<file path="src/rtl/enigma_rotor_path.sv">
// Enigma rotor datapath (rotors I-II-III): steps the rotors per key, runs the
// forward pass, hands the letter to an external reflector, runs the inverse
// pass and pulses the lamp letter. One working register is shared by all passes.
module enigma_rotor_path #(
    parameter logic [4:0] NOTCH_L = 5'd16,
    parameter logic [4:0] NOTCH_M = 5'd4,
    parameter logic [4:0] NOTCH_R = 5'd21
) (
    input  logic        clk,
    input  logic        rst,
    input  logic        key_valid,
    input  logic [4:0]  key_in,
    output logic        key_ready,
    input  logic        pos_load,
    input  logic [14:0] pos_in,
    output logic [14:0] pos_out,
    output logic [4:0]  ref_out,
    input  logic [4:0]  ref_in,
    output logic        lamp_valid,
    output logic [4:0]  lamp_out
);

    typedef enum logic [2:0] {IDLE, STEP, FWD, REFL_SEND, REFL_CAP, BWD, DONE} state_t;

    localparam logic [1:0] ROT_R = 2'd0;
    localparam logic [1:0] ROT_M = 2'd1;
    localparam logic [1:0] ROT_L = 2'd2;

    // Wirings, 0-based index -> 0-based letter, and their inverses.
    localparam logic [4:0] WIRE_L [26] = '{5'd4, 5'd10, 5'd12, 5'd5, 5'd11, 5'd6, 5'd3, 5'd16, 5'd21, 5'd25, 5'd13, 5'd19, 5'd14,
                                           5'd22, 5'd24, 5'd7, 5'd23, 5'd20, 5'd18, 5'd15, 5'd0, 5'd8, 5'd1, 5'd17, 5'd2, 5'd9};
    localparam logic [4:0] WIRE_M [26] = '{5'd0, 5'd9, 5'd3, 5'd10, 5'd18, 5'd8, 5'd17, 5'd20, 5'd23, 5'd1, 5'd11, 5'd7, 5'd22,
                                           5'd19, 5'd12, 5'd2, 5'd16, 5'd6, 5'd25, 5'd13, 5'd15, 5'd24, 5'd5, 5'd21, 5'd14, 5'd4};
    localparam logic [4:0] WIRE_R [26] = '{5'd1, 5'd3, 5'd5, 5'd7, 5'd9, 5'd11, 5'd2, 5'd15, 5'd17, 5'd19, 5'd23, 5'd21, 5'd25,
                                           5'd13, 5'd24, 5'd4, 5'd8, 5'd22, 5'd6, 5'd0, 5'd10, 5'd12, 5'd20, 5'd18, 5'd16, 5'd14};
    localparam logic [4:0] INV_L  [26] = '{5'd20, 5'd22, 5'd24, 5'd6, 5'd0, 5'd3, 5'd5, 5'd15, 5'd21, 5'd25, 5'd1, 5'd4, 5'd2,
                                           5'd10, 5'd12, 5'd19, 5'd7, 5'd23, 5'd18, 5'd11, 5'd17, 5'd8, 5'd13, 5'd16, 5'd14, 5'd9};
    localparam logic [4:0] INV_M  [26] = '{5'd0, 5'd9, 5'd15, 5'd2, 5'd25, 5'd22, 5'd17, 5'd11, 5'd5, 5'd1, 5'd3, 5'd10, 5'd14,
                                           5'd19, 5'd24, 5'd20, 5'd16, 5'd6, 5'd4, 5'd13, 5'd7, 5'd23, 5'd12, 5'd8, 5'd21, 5'd18};
    localparam logic [4:0] INV_R  [26] = '{5'd19, 5'd0, 5'd6, 5'd1, 5'd15, 5'd2, 5'd18, 5'd3, 5'd16, 5'd4, 5'd20, 5'd5, 5'd21,
                                           5'd13, 5'd25, 5'd7, 5'd24, 5'd8, 5'd23, 5'd9, 5'd22, 5'd11, 5'd17, 5'd10, 5'd14, 5'd12};

    function automatic logic [4:0] add26(input logic [4:0] a, input logic [4:0] b);
        logic [5:0] s;
        s = {1'b0, a} + {1'b0, b};
        if (s >= 6'd26) s = s - 6'd26;
        return s[4:0];
    endfunction

    function automatic logic [4:0] sub26(input logic [4:0] a, input logic [4:0] b);
        logic [5:0] s;
        s = {1'b0, a} + 6'd26 - {1'b0, b};
        if (s >= 6'd26) s = s - 6'd26;
        return s[4:0];
    endfunction

    function automatic logic [4:0] inc26(input logic [4:0] a);
        return (a == 5'd25) ? 5'd0 : a + 5'd1;
    endfunction

    function automatic logic [4:0] clamp_pos(input logic [4:0] a);
        return (a > 5'd25) ? 5'd0 : a;
    endfunction

    function automatic logic [4:0] wire_lookup(input logic [1:0] rotor, input logic inverse,
                                               input logic [4:0] idx);
        logic [4:0] w;
        w = 5'd0;
        case ({inverse, rotor})
            {1'b0, ROT_R}: w = WIRE_R[idx];
            {1'b0, ROT_M}: w = WIRE_M[idx];
            {1'b0, ROT_L}: w = WIRE_L[idx];
            {1'b1, ROT_R}: w = INV_R[idx];
            {1'b1, ROT_M}: w = INV_M[idx];
            {1'b1, ROT_L}: w = INV_L[idx];
            default:       w = 5'd0;
        endcase
        return w;
    endfunction

    state_t     state, state_nxt;
    logic [1:0] sub, sub_nxt;
    logic [4:0] pos_l, pos_m, pos_r;
    logic [4:0] acc;
    logic       key_ok;
    logic [1:0] rotor;
    logic [4:0] pass_pos, pass_out;

    assign key_ok     = (key_in != 5'd0) && (key_in <= 5'd26);
    assign key_ready  = (state == IDLE) && !pos_load;
    assign lamp_valid = (state == DONE);
    assign pos_out    = {pos_l, pos_m, pos_r};

    // One rotor pass on the working letter; the sub-index picks the rotor, the state the direction.
    always_comb begin
        rotor    = (state == BWD) ? (ROT_L - sub) : sub;
        pass_pos = pos_l;
        case (rotor)
            ROT_R:   pass_pos = pos_r;
            ROT_M:   pass_pos = pos_m;
            default: pass_pos = pos_l;
        endcase
        pass_out = sub26(wire_lookup(rotor, state == BWD, add26(acc, pass_pos)), pass_pos);
    end

    // State and sub-index register.
    always_ff @(posedge clk) begin
        // NOTE: registers use non-blocking (<=) so every flop samples pre-edge values.
        if (rst) begin
            state <= IDLE;
            sub   <= 2'd0;
        end else begin
            state <= state_nxt;
            sub   <= sub_nxt;
        end
    end

    // Next-state sequencing through step, forward, reflector handshake and backward passes.
    always_comb begin
        // NOTE: defaults first so no path leaves a signal unassigned and infers a latch.
        state_nxt = state;
        sub_nxt   = sub;
        case (state)
            IDLE:      if (key_valid && key_ready && key_ok) state_nxt = STEP;
            STEP:      begin state_nxt = FWD; sub_nxt = 2'd0; end
            FWD:       if (sub == 2'd2) begin state_nxt = REFL_SEND; sub_nxt = 2'd0; end
                       else sub_nxt = sub + 2'd1;
            REFL_SEND: state_nxt = REFL_CAP;
            REFL_CAP:  begin state_nxt = BWD; sub_nxt = 2'd0; end
            BWD:       if (sub == 2'd2) begin state_nxt = DONE; sub_nxt = 2'd0; end
                       else sub_nxt = sub + 2'd1;
            DONE:      state_nxt = IDLE;
            default:   state_nxt = IDLE;
        endcase
    end

    // Datapath: position load/step, working letter, reflector drive and lamp letter.
    always_ff @(posedge clk) begin
        if (rst) begin
            pos_l    <= 5'd0;
            pos_m    <= 5'd0;
            pos_r    <= 5'd0;
            acc      <= 5'd0;
            ref_out  <= 5'd0;
            lamp_out <= 5'd0;
        end else begin
            case (state)
                IDLE: begin
                    if (pos_load) begin
                        pos_l <= clamp_pos(pos_in[14:10]);
                        pos_m <= clamp_pos(pos_in[9:5]);
                        pos_r <= clamp_pos(pos_in[4:0]);
                    end else if (key_valid && key_ok) begin
                        acc <= key_in - 5'd1;
                    end
                end
                STEP: begin
                    // Notch tests use pre-step positions; middle at its notch double-steps.
                    pos_r <= inc26(pos_r);
                    if (pos_r == NOTCH_R || pos_m == NOTCH_M) pos_m <= inc26(pos_m);
                    if (pos_m == NOTCH_M) pos_l <= inc26(pos_l);
                end
                FWD: begin
                    acc <= pass_out;
                    if (sub == 2'd2) ref_out <= pass_out + 5'd1;
                end
                REFL_CAP: acc <= (ref_in >= 5'd1 && ref_in <= 5'd26) ? ref_in - 5'd1 : 5'd0;
                BWD: begin
                    acc <= pass_out;
                    if (sub == 2'd2) lamp_out <= pass_out + 5'd1;
                end
                default: ;
            endcase
        end
    end

    // Unused parameter kept for completeness of the rotor set: left rotor has no rotor to its left.
    logic unused_notch_l;
    assign unused_notch_l = ^NOTCH_L;

endmodule

</file>
<file path="config.mk">
export PLATFORM = sky130hd
export DESIGN_NAME = enigma_rotor_path
export DESIGN_NICKNAME = d
export VERILOG_FILES = /design/src/rtl/enigma_rotor_path.sv
export SDC_FILE = /design/constraint.sdc
export NUM_CORES = 1
export LEC_CHECK = 0
export ABC_AREA = 1
export ABC_CLOCK_PERIOD_IN_PS = 6100
export CORE_UTILIZATION = 52
export DETAILED_ROUTE_END_ITERATION = 10
export PLACE_DENSITY = 0.86
export REMOVE_ABC_BUFFERS = 1
export SLEW_MARGIN = 5
export SYNTH_ARGS = -nofsm -noshare
export SYNTH_HDL_FRONTEND = slang
export SYNTH_SLANG_ARGS = --single-unit
export TNS_END_PERCENT = 1
</file>
<file path="constraint.sdc">
create_clock -name clk -period 6.1 [get_ports clk]
set_clock_uncertainty 0.1 [all_clocks]
set_input_delay 1.22 -clock clk [delete_from_list [all_inputs] [get_ports clk]]
set_output_delay 1.22 -clock clk [all_outputs]
set_load 0.02 [all_outputs]
</file>
* Word level (Yosys, flattened, before mapping)
Memory sizes are Yosys's and may differ from the RTL's. Cells that the tools add are included.
Word-level totals: ROM bits 960, memories kept 6, flip-flop bits (word level) 35, RAM bits 0, latch bits 0
Memories:
- (name not given) | words 32, width 5, rd ports 1, clocked after Yosys merged registers in 0, wr ports 0, RTL line 75 | {1'b1, ROT_L}: w = INV_L[idx];
- (name not given) | words 32, width 5, rd ports 1, clocked after Yosys merged registers in 0, wr ports 0, RTL line 74 | {1'b1, ROT_M}: w = INV_M[idx];
- (name not given) | words 32, width 5, rd ports 1, clocked after Yosys merged registers in 0, wr ports 0, RTL line 73 | {1'b1, ROT_R}: w = INV_R[idx];
- (name not given) | words 32, width 5, rd ports 1, clocked after Yosys merged registers in 0, wr ports 0, RTL line 72 | {1'b0, ROT_L}: w = WIRE_L[idx];
- (name not given) | words 32, width 5, rd ports 1, clocked after Yosys merged registers in 0, wr ports 0, RTL line 71 | {1'b0, ROT_M}: w = WIRE_M[idx];
- (name not given) | words 32, width 5, rd ports 1, clocked after Yosys merged registers in 0, wr ports 0, RTL line 70 | {1'b0, ROT_R}: w = WIRE_R[idx];
Cells by class: multiply operators 0, multiplexer cells 41, divide/modulo/power cells 0, shifts and indexed selects 0, magnitude comparators 9, reductions and logical operators 24, equal/unequal tests 26, $add $sub $neg 13, bitwise operators 1
Operators with widths (number):
- 5-bit 2-to-1 mux | 28
- 5-bit case mux with 2 select lines | 4
- 5-bit case mux with 6 select lines | 1
- 5-bit by 1-bit adder with 5-bit output (second input constant) | 4
- 5-bit == test (second input constant) | 4
- 3-bit == test (second input constant) | 6
- 3-bit case mux with 6 select lines | 1
- 5-bit > comparator (second input constant) | 3
- 5-bit case mux with 3 select lines | 1
- 6-bit by 5-bit >= comparator with 1-bit output (second input constant) | 2
- 3-bit AND reduction | 4
- 5-bit <= comparator (second input constant) | 2
- 2-bit inequality test (second input constant) | 5
- 5-bit by 1-bit subtractor with 5-bit output (second input constant) | 2
- 5-bit subtractor (second input constant) | 2
- 3-bit by 2-bit == test with 1-bit output (second input constant) | 3
- 3-bit 2-to-1 mux | 3
- 5-bit by 5-bit adder with 6-bit output | 1
- 5-bit by 5-bit adder with 6-bit output (second input constant) | 1
- 3-bit by 1-bit == test with 1-bit output (second input constant) | 2
- 6-bit >= comparator (second input constant) | 1
- 1-bit logical AND | 6
- 3-bit logical NOT | 2
- 2-bit by 1-bit inequality test with 1-bit output (second input constant) | 3
- other kinds (18) | 23

* Longest topological paths before layout
Gate-level depths: netlist of the first run.
depth in word-level cells 17, depth in mapped cells 55, depth with buffers taken out 55

* Least setup slack after synthesis of the first run
No wires, ideal clock.
path type register -> register, start reg state[2], end reg ref_out[4], data arrival time 6.301 ns, period minus slack after synthesis 6.510 ns, path slack -0.410 ns, setup time 0.109 ns, cell stages (with the launch flop) 49, path buffers 0, cells stage by stage dfxtp_1 > inv_1 > nor2_1 > nand2_1 > nand2_1 > nand2_1 > nand2_1 > inv_1 > nor2_1 > nand2_1 > o211ai_1 > ha_1 > inv_1 > fa_1 > xor2_2 > nand2_2 > nand3_4 > nand2_4 > [13 not listed] > inv_1 > ha_1 > fa_1 > xor2_1 > nand3_1 > nand2_1 > nand2_1 > nand2_1 > inv_1 > nand2_1 > nand2_1 > ha_1 > nand2_1 > nor2_1 > nand2_1 > nand3_1 > nand2_1 > inv_1
Between the ends: cells in the longest elaborated chain, start to end 17, elaborated cells on any way between the ends 43, classes of those cells add/sub (6); order compare (2); eq/ne (8); mux (17); bitwise (1); reduce/logical (3); memory (6)
RTL lines:
- from (decl) | RTL line 81 | state_t state, state_nxt;
- from (signal assigned) | RTL line 113 | state <= state_nxt;
- 3-bit == test | RTL line 96, 103
- 2-bit 2-to-1 mux | RTL line 96 | rotor = (state == BWD) ? (ROT_L - sub) : sub;
- 2-bit by 1-bit == test with 1-bit output or 2-bit logical NOT (tied branches) | RTL line 98 | case (rotor)
- 5-bit case mux with 2 select lines | RTL line 98
- 5-bit by 5-bit adder with 6-bit output | RTL line 45 | s = {1'b0, a} + {1'b0, b};
- 5-bit subtractor or 6-bit by 5-bit >= comparator with 1-bit output (tied branches) | RTL line 46 | if (s >= 6'd26) s = s - 6'd26;
- 5-bit 2-to-1 mux | RTL line 46
- 5-bit inverter with 6-bit output (not written as such)
- memory read 32 x 5 bit, or another cell as far along
- 5-bit 2-to-1 mux (not written as such), or another cell as far along (2 in a row) | RTL line 75
- 5-bit case mux with 6 select lines | RTL line 69 | case ({inverse, rotor})
- 5-bit by 5-bit adder with 6-bit output | RTL line 52 | s = {1'b0, a} + 6'd26 - {1'b0, b};
- 6-bit by 5-bit subtractor with 6-bit output | RTL line 52
- 5-bit subtractor or 6-bit by 5-bit >= comparator with 1-bit output (tied branches) | RTL line 53 | if (s >= 6'd26) s = s - 6'd26;
- 5-bit 2-to-1 mux | RTL line 53
- 5-bit by 1-bit adder with 5-bit output | RTL line 165 | if (sub == 2'd2) ref_out <= pass_out + 5'd1;
- to (signal assigned) | RTL line 165
- to (decl) | RTL line 17 | output logic [4:0] ref_out,
Parallel ways exist; a longest one is shown, timed or not. The select of a mux whose other input is x is not followed. A chain may end at the register's enable or synchronous reset.

* Worst setup path in the final report of the first run
start reg state[1], end reg lamp_out[4]
Between the ends: cells in the longest elaborated chain, start to end 17, elaborated cells on any way between the ends 42, classes of those cells add/sub (6); order compare (2); eq/ne (7); mux (17); bitwise (1); reduce/logical (3); memory (6)
RTL lines:
- 3-bit == test (*) | RTL line 96, 103, 147
- 2-bit 2-to-1 mux | RTL line 96
- 2-bit by 1-bit == test with 1-bit output or 2-bit logical NOT (tied branches) | RTL line 98
- 5-bit case mux with 2 select lines | RTL line 98
- 5-bit by 5-bit adder with 6-bit output | RTL line 45
- 5-bit subtractor or 6-bit by 5-bit >= comparator with 1-bit output (tied branches) | RTL line 46
- 5-bit 2-to-1 mux | RTL line 46
- 5-bit inverter with 6-bit output (not written as such)
- memory read 32 x 5 bit, or another cell as far along
- 5-bit 2-to-1 mux (not written as such), or another cell as far along (2 in a row) | RTL line 75
- 5-bit case mux with 6 select lines | RTL line 69
- 5-bit by 5-bit adder with 6-bit output | RTL line 52
- 6-bit by 5-bit subtractor with 6-bit output | RTL line 52
- 5-bit subtractor or 6-bit by 5-bit >= comparator with 1-bit output (tied branches) | RTL line 53
- 5-bit 2-to-1 mux | RTL line 53
- 5-bit by 1-bit adder with 5-bit output | RTL line 170 | if (sub == 2'd2) lamp_out <= pass_out + 5'd1;
- to (signal assigned) | RTL line 170
- to (decl) | RTL line 20 | output logic [4:0] lamp_out
Every way passes the cells marked *; elsewhere a longest branch is shown, timed or not. The select of a mux whose other input is x is not followed.

==> results of run 1 <==
[routing by layer]
metal  track usage (%)  up-vias
met3              5.37      270
li1                  -     2872
met5                 0        -
met1              43.3     3060
met4              23.9        0
met2              72.7      671
[placed cells by master, fill, tap and decap left out, types with 6 or more instances in the layout]
cell type	count
inv_1	89
nand2_2	37
clkdlybuf4s50_1	55
inv_2	15
xor2_1	8
dfxtp_1	32
o21ai_1	7
o21ai_0	31
nand4_1	6
nand2_1	174
nand3_4	7
ha_4	16
ha_1	26
nand2_4	14
nor3_1	8
a21oi_1	34
buf_4	111
nand3_1	86
buf_6	7
nor2_1	64
nand3_2	9
o211ai_1	7
[worst paths after layout]
path / start / endpoint / slack [ns] / depth (start not counted)
setup / recovery: state[1]$_SDFFE_PP0P_ / lamp_out[4]$_SDFFE_PP0P_ / -0.67 / 44
hold / removal: ref_out[1]$_SDFFE_PP0P_ / ref_out[1]$_SDFFE_PP0P_ / 0.46 / 2
setup reg to reg: state[1]$_SDFFE_PP0P_ / lamp_out[4]$_SDFFE_PP0P_ / -0.67 / 44
hold reg to reg: ref_out[1]$_SDFFE_PP0P_ / ref_out[1]$_SDFFE_PP0P_ / 0.46 / 2
[repair_timing]
item                       CTS  global route
gates resized for setup     86            77
setup endpoints to repair   12            12
setup buffers               13            11
gates cloned                 0             3
pin swaps                   38            38
[metrics by stage]
step,hold WS [ns],std cells
6_report,0.457,1044
5_1_grt,0.467,1044
4_1_cts,0.442,1030
3_5_place_dp,0.406,1011
3_3_place_gp,0.400,1011
2_1_floorplan,0.386,751
[layout make-up]
| type | count | area [um^2] | share of cell area, % |
|---|---|---|---|
| Timing Repair Buffer | 179 | 1580 | 22.7 |
| Clock inverter | 1 | 7.51 | 0.108 |
| Multi-Input combinational cell | 609 | 4050 | 58.1 |
| Clock buffer | 5 | 68.8 | 0.989 |
| Inverter | 109 | 417 | 5.99 |
| Timing Repair inverter | 1 | 7.51 | 0.108 |
| Sequential cell | 35 | 704 | 10.1 |
| Tap cell | 105 | 131 | 1.89 |
[registers in the layout, indices dropped and copies added, names as in the netlist]
register / flops
sub: 2
pos_r: 5
ref_out: 5
lamp_out: 5
pos_m: 5
acc: 5
pos_l: 5
state: 3
[logic make-up (layout without fill, tap and decap cells)]
group | count (synthesis) | count (layout) | share of synthesized area, %
flops | 35 | 35 | 15.3
xor+xnor | 14 | 14 | 2.84
simple gates | 420 | 422 | 40.6
fa+ha+maj | 46 | 46 | 12.9
compound gates | 127 | 127 | 17.0
buf+inv | 125 | 295 | 11.3
[tightest hold or removal path, stage by stage (launching register included)]
cell,delay [ns]
dfxtp_1,0.34
o21ai_0,0.09
nor2_1,0.09
==> results.tsv, run 1 <==
metric	value	unit
outcome	complete, but fails checks	
violations	setup timing	
placed_area	5950	um^2
fin_util	83.0	%
synth_top_cells_by_count	nand2_1, inv_1, nand3_1	
synth_top_area_cell	nand2_1	
drc_errors	0	
avgViaCountPerCell	6.58	
clock_path_buffers	2	
core	8380	um^2
fmaxAchievable	148	MHz
cts_tree	yes	
total_buffers_and_inverters_traversed_by_the_critical_path	10	
cts.clk_slew.worst_paths	0.07	ns
io-pin-count	56	
die_x_extent	95.9	um
area_growth_syn_to_layout	52.0	%
startpoint_type	register	
netlist-cell-type-count	47	
antenna-diode-count	0	
final.min_clock_period	6.77	ns
rows	33	
hold_path.class	reg -> reg	
placement.io_buffers	55	
setup-tns-final	-6.60	ns
gr-total-overflow	0	
postLayoutCellArea	6960	um^2
routedLengthMet1	7.29	mm
final_hold_viol_count	0	
worst_pin_slew	0.778	ns
synth.most_common_cell	nand2_1	
cts_hold_buf	0	
design.die.area	9190	um^2
worst_skew_pair.late_latency	0.30	ns
cts-htree-levels	2	
routed-wl-met2	10.0	mm
cts.sinks	35	
fill_cells	482	
detailedRoute.firstIterationViolations	869	
synth_top_flop_cell	dfxtp_1	
maxCapViolations	0	
post_synth_design_cell_area	4580	um^2
antenna_found_initial	0	
slew-limit-headroom	46.8	%
asyncSetResetFlopFracSynth	0	%
critical_path.slowest_cell	ha_1	
timing.setup.critical_path_class	reg -> reg	
synthCells	767	
critical_path_s_top_delay_family	simple AND/OR/NAND/NOR gates	
vias_in_the_first_global_route	6088	
synth_edf_count	0	
period_share	111	%
die_h	95.9	um
required	6.19	ns
synth_seq_cells	35	
drt_first_pass_iters	8	
detail_route_antenna_nets	0	
synth_area_leaders	nand2_1, dfxtp_1, ha_1	
dp_wirelength	12.7	mm
cts_buffers	5	
cp_data_arrival_time	6.87	ns
final-setup-viol-count	12	
avgSynthCellArea	5.97	um^2
drt_wl_total	22.2	mm
crit_path_max_incr_delay	0.39	ns
grt_setup_unrepaired	yes	
synth_seq_area_share	15.3	%
worstSetupEndpointType	register	
grt_start_max_net_pins	38	
final-max-slew-violation-count	0	
gp_congestion	0.969	
crit_path_max_fanout	6	
ys.warnings.count	0	
synth_top_cell_area_share	17.5	%
fin_nets	1015	
dr.max_layer_used	met4	
post-route-worst-setup-slack	-0.675	ns
route.vias.total	6873	
wl_per_cell	21.2	um
grt_pass1_wl	28.5	mm
placement_setup_slack	-0.663	ns
layout-drive-gt1-share	29.4	%
route.met3.wl	2.57	mm
track_usage	39.7	%
start_util	54.6	%
cts-root-buf	clkbuf_8	
Power of run 1 is not shown: default switching activity piles up to over one toggle a cycle in this logic, so the estimate is an artifact.
==> inputs of run 2 (changes only) <==
--- a/config.mk
+++ b/config.mk
@@ -11,7 +11,7 @@
 export DETAILED_ROUTE_END_ITERATION = 10
 export PLACE_DENSITY = 0.86
 export REMOVE_ABC_BUFFERS = 1
-export SLEW_MARGIN = 5
+export SLEW_MARGIN = 20
 export SYNTH_ARGS = -nofsm -noshare
 export SYNTH_HDL_FRONTEND = slang
 export SYNTH_SLANG_ARGS = --single-unit
==> results of run 2 <==
The final DEF is identical to that of run 1; final timing and power are the same.
Power of run 2 is left out for the same reason.
==> inputs of run 3 (changes only) <==
--- a/config.mk
+++ b/config.mk
@@ -8,9 +8,12 @@
 export ABC_AREA = 1
 export ABC_CLOCK_PERIOD_IN_PS = 6100
 export CORE_UTILIZATION = 52
+export CTS_CLUSTER_SIZE = 16
 export DETAILED_ROUTE_END_ITERATION = 10
+export GPL_TIMING_DRIVEN = 0
 export PLACE_DENSITY = 0.86
 export REMOVE_ABC_BUFFERS = 1
+export SETUP_SLACK_MARGIN = 0.02
 export SLEW_MARGIN = 20
 export SYNTH_ARGS = -nofsm -noshare
 export SYNTH_HDL_FRONTEND = slang
==> results.tsv, run 3 (synthesized netlist as in run 1, its figures left out) <==
metric	value	unit
startpoint_type	register	
final.hold.worst_slack	0.478	ns
critical_path.slowest_cell	a21oi_1	
drt_first_pass_iters	10	
slew-limit-headroom	52.1	%
avgViaCountPerCell	6.48	
crit_path_max_incr_delay	0.50	ns
clock_path_buffers	2	
track_usage	38.5	%
grt_start_max_net_pins	26	
regToRegStartpoint	sub[0]$_SDFFE_PP0P_	
timing.setup.critical_path_class	reg -> reg	
dp_wirelength	10.5	mm
gr-total-overflow	0	
layout.area.seq	713	um^2
fin_nets	963	
cts_buffers	5	
hold_path.class	reg -> reg	
critPathMostFrequentCell	nand2_1	
detailedRoute.firstIterationViolations	748	
setup-tns-final	-6.63	ns
postLayoutCellArea	6410	um^2
fin_util	76.5	%
placement.io_buffers	55	
vias_in_the_first_global_route	5772	
final-setup-viol-count	12	
area_growth_syn_to_layout	40.0	%
io-pin-count	56	
violations	setup timing	
final-max-slew-violation-count	0	
worstReg2RegEnd	lamp_out[2]$_SDFFE_PP0P_	
detail_route_antenna_nets	0	
cts-root-buf	clkbuf_8	
layout-drive-gt1-share	23.5	%
worst_pin_slew	0.711	ns
cts-htree-levels	2	
outcome	complete, but fails checks	
drc_errors	0	
grt_setup_unrepaired	yes	
final_hold_viol_count	0	
worst_skew_pair.late_latency	0.30	ns
cts.clk_slew.worst_paths	0.08	ns
fmaxAchievable	147	MHz
grt_pass1_wl	27.6	mm
antenna-diode-count	0	
cts.sinks	35	
final.min_clock_period	6.79	ns
multi_input_comb_area	3920	um^2
fill_cells	575	
worstHoldEndpoint	pos_m[4]$_SDFFE_PP0P_	
cts_hold_buf	0	
rows	33	
wl_per_cell	19.6	um
highest_count_cells_in_the_layout_ignoring_fill_and_taps	nand2_1, inv_1, nand3_1	
post-route-worst-setup-slack	-0.686	ns
hold_path_depth	2	
die_h	95.9	um
period_share	111	%
r2r_setup_slack	-0.69	ns
die_x_extent	95.9	um
antenna_found_initial	0	
drt_wl_total	19.5	mm
cts_tree	yes	
hp-start	pos_m[4]$_SDFFE_PP0P_	
core	8380	um^2
r2r.worst_path.cells	41	
worstSetupEndpointType	register	
cp_data_arrival_time	6.94	ns
required	6.25	ns
maxCapViolations	0	
design.die.area	9190	um^2
placed_area	5150	um^2
crit_path_max_fanout	8	
final_common_cell	nand2_1	
start_util	54.6	%
gp_congestion	0.988	
route.vias.total	6443	
[run 3: worst max-delay path by stage]
| stage | slack (ns) | cells after the start | from | endpoint |
|---|---|---|---|---|
| 2_1_floorplan | -0.42 | 48 | state[2]$_SDFFE_PP0P_ | ref_out[4]$_SDFFE_PP0P_ |
| 5_1_grt | -1.18 | 45 | state[2]$_SDFFE_PP0P_ | lamp_out[4]$_SDFFE_PP0P_ |
| 3_3_place_gp | -1.27 | 48 | state[2]$_SDFFE_PP0P_ | ref_out[4]$_SDFFE_PP0P_ |
| 6_report | -0.69 | 41 | sub[0]$_SDFFE_PP0P_ | lamp_out[2]$_SDFFE_PP0P_ |
| 4_1_cts | -0.15 | 49 | sub[0]$_SDFFE_PP0P_ | ref_out[4]$_SDFFE_PP0P_ |
| 3_5_place_dp | -1.52 | 45 | state[2]$_SDFFE_PP0P_ | ref_out[2]$_SDFFE_PP0P_ |
[run 3: critical path: cells and delay by family, from the launching register on]
kind            cells  cell delay (ns)
buf+inv            10             1.34
flops               1             0.36
simple gates       20             1.88
compound gates      4             1.00
fa+ha+maj           5             1.58
xor+xnor            2             0.41
[run 3: area by class of cell]
cell class | instances | area share [%]
tap | 105 | 2.05
sequential | 35 | 11.1
inverter | 109 | 6.65
timing repair buffer | 127 | 17.7
clock inverter | 3 | 0.312
multi-input combinational | 610 | 61.1
clock buffer | 5 | 1.07
[run 3: metrics by stage]
step / worst slack [ns] / instances
after global routing: -1.18 / 994
final: -0.686 / 994
after floorplan: -0.415 / 751
after CTS: -0.155 / 979
after detailed placement: -1.52 / 911
after global placement: -1.27 / 911
[run 3: metal layers]
| layer | track usage, % | wire, um | up-vias |
|---|---|---|---|
| met2 | 66.1 | 9040 | 648 |
| met5 | 0 | 0 | - |
| met1 | 44.5 | 6520 | 2837 |
| met3 | 6.32 | 2390 | 184 |
| li1 | - | - | 2774 |
| met4 | 24.0 | 1520 | 0 |
[run 3: what timing repair did]
item / in CTS / in global routing
pin swaps: 47 / 49
cloned: 3 / 0
endpoints found under the setup margin: 12 / 12
resized for setup: 87 / 59
setup buffers: 57 / 16
Power of run 3 is left out for the same reason.
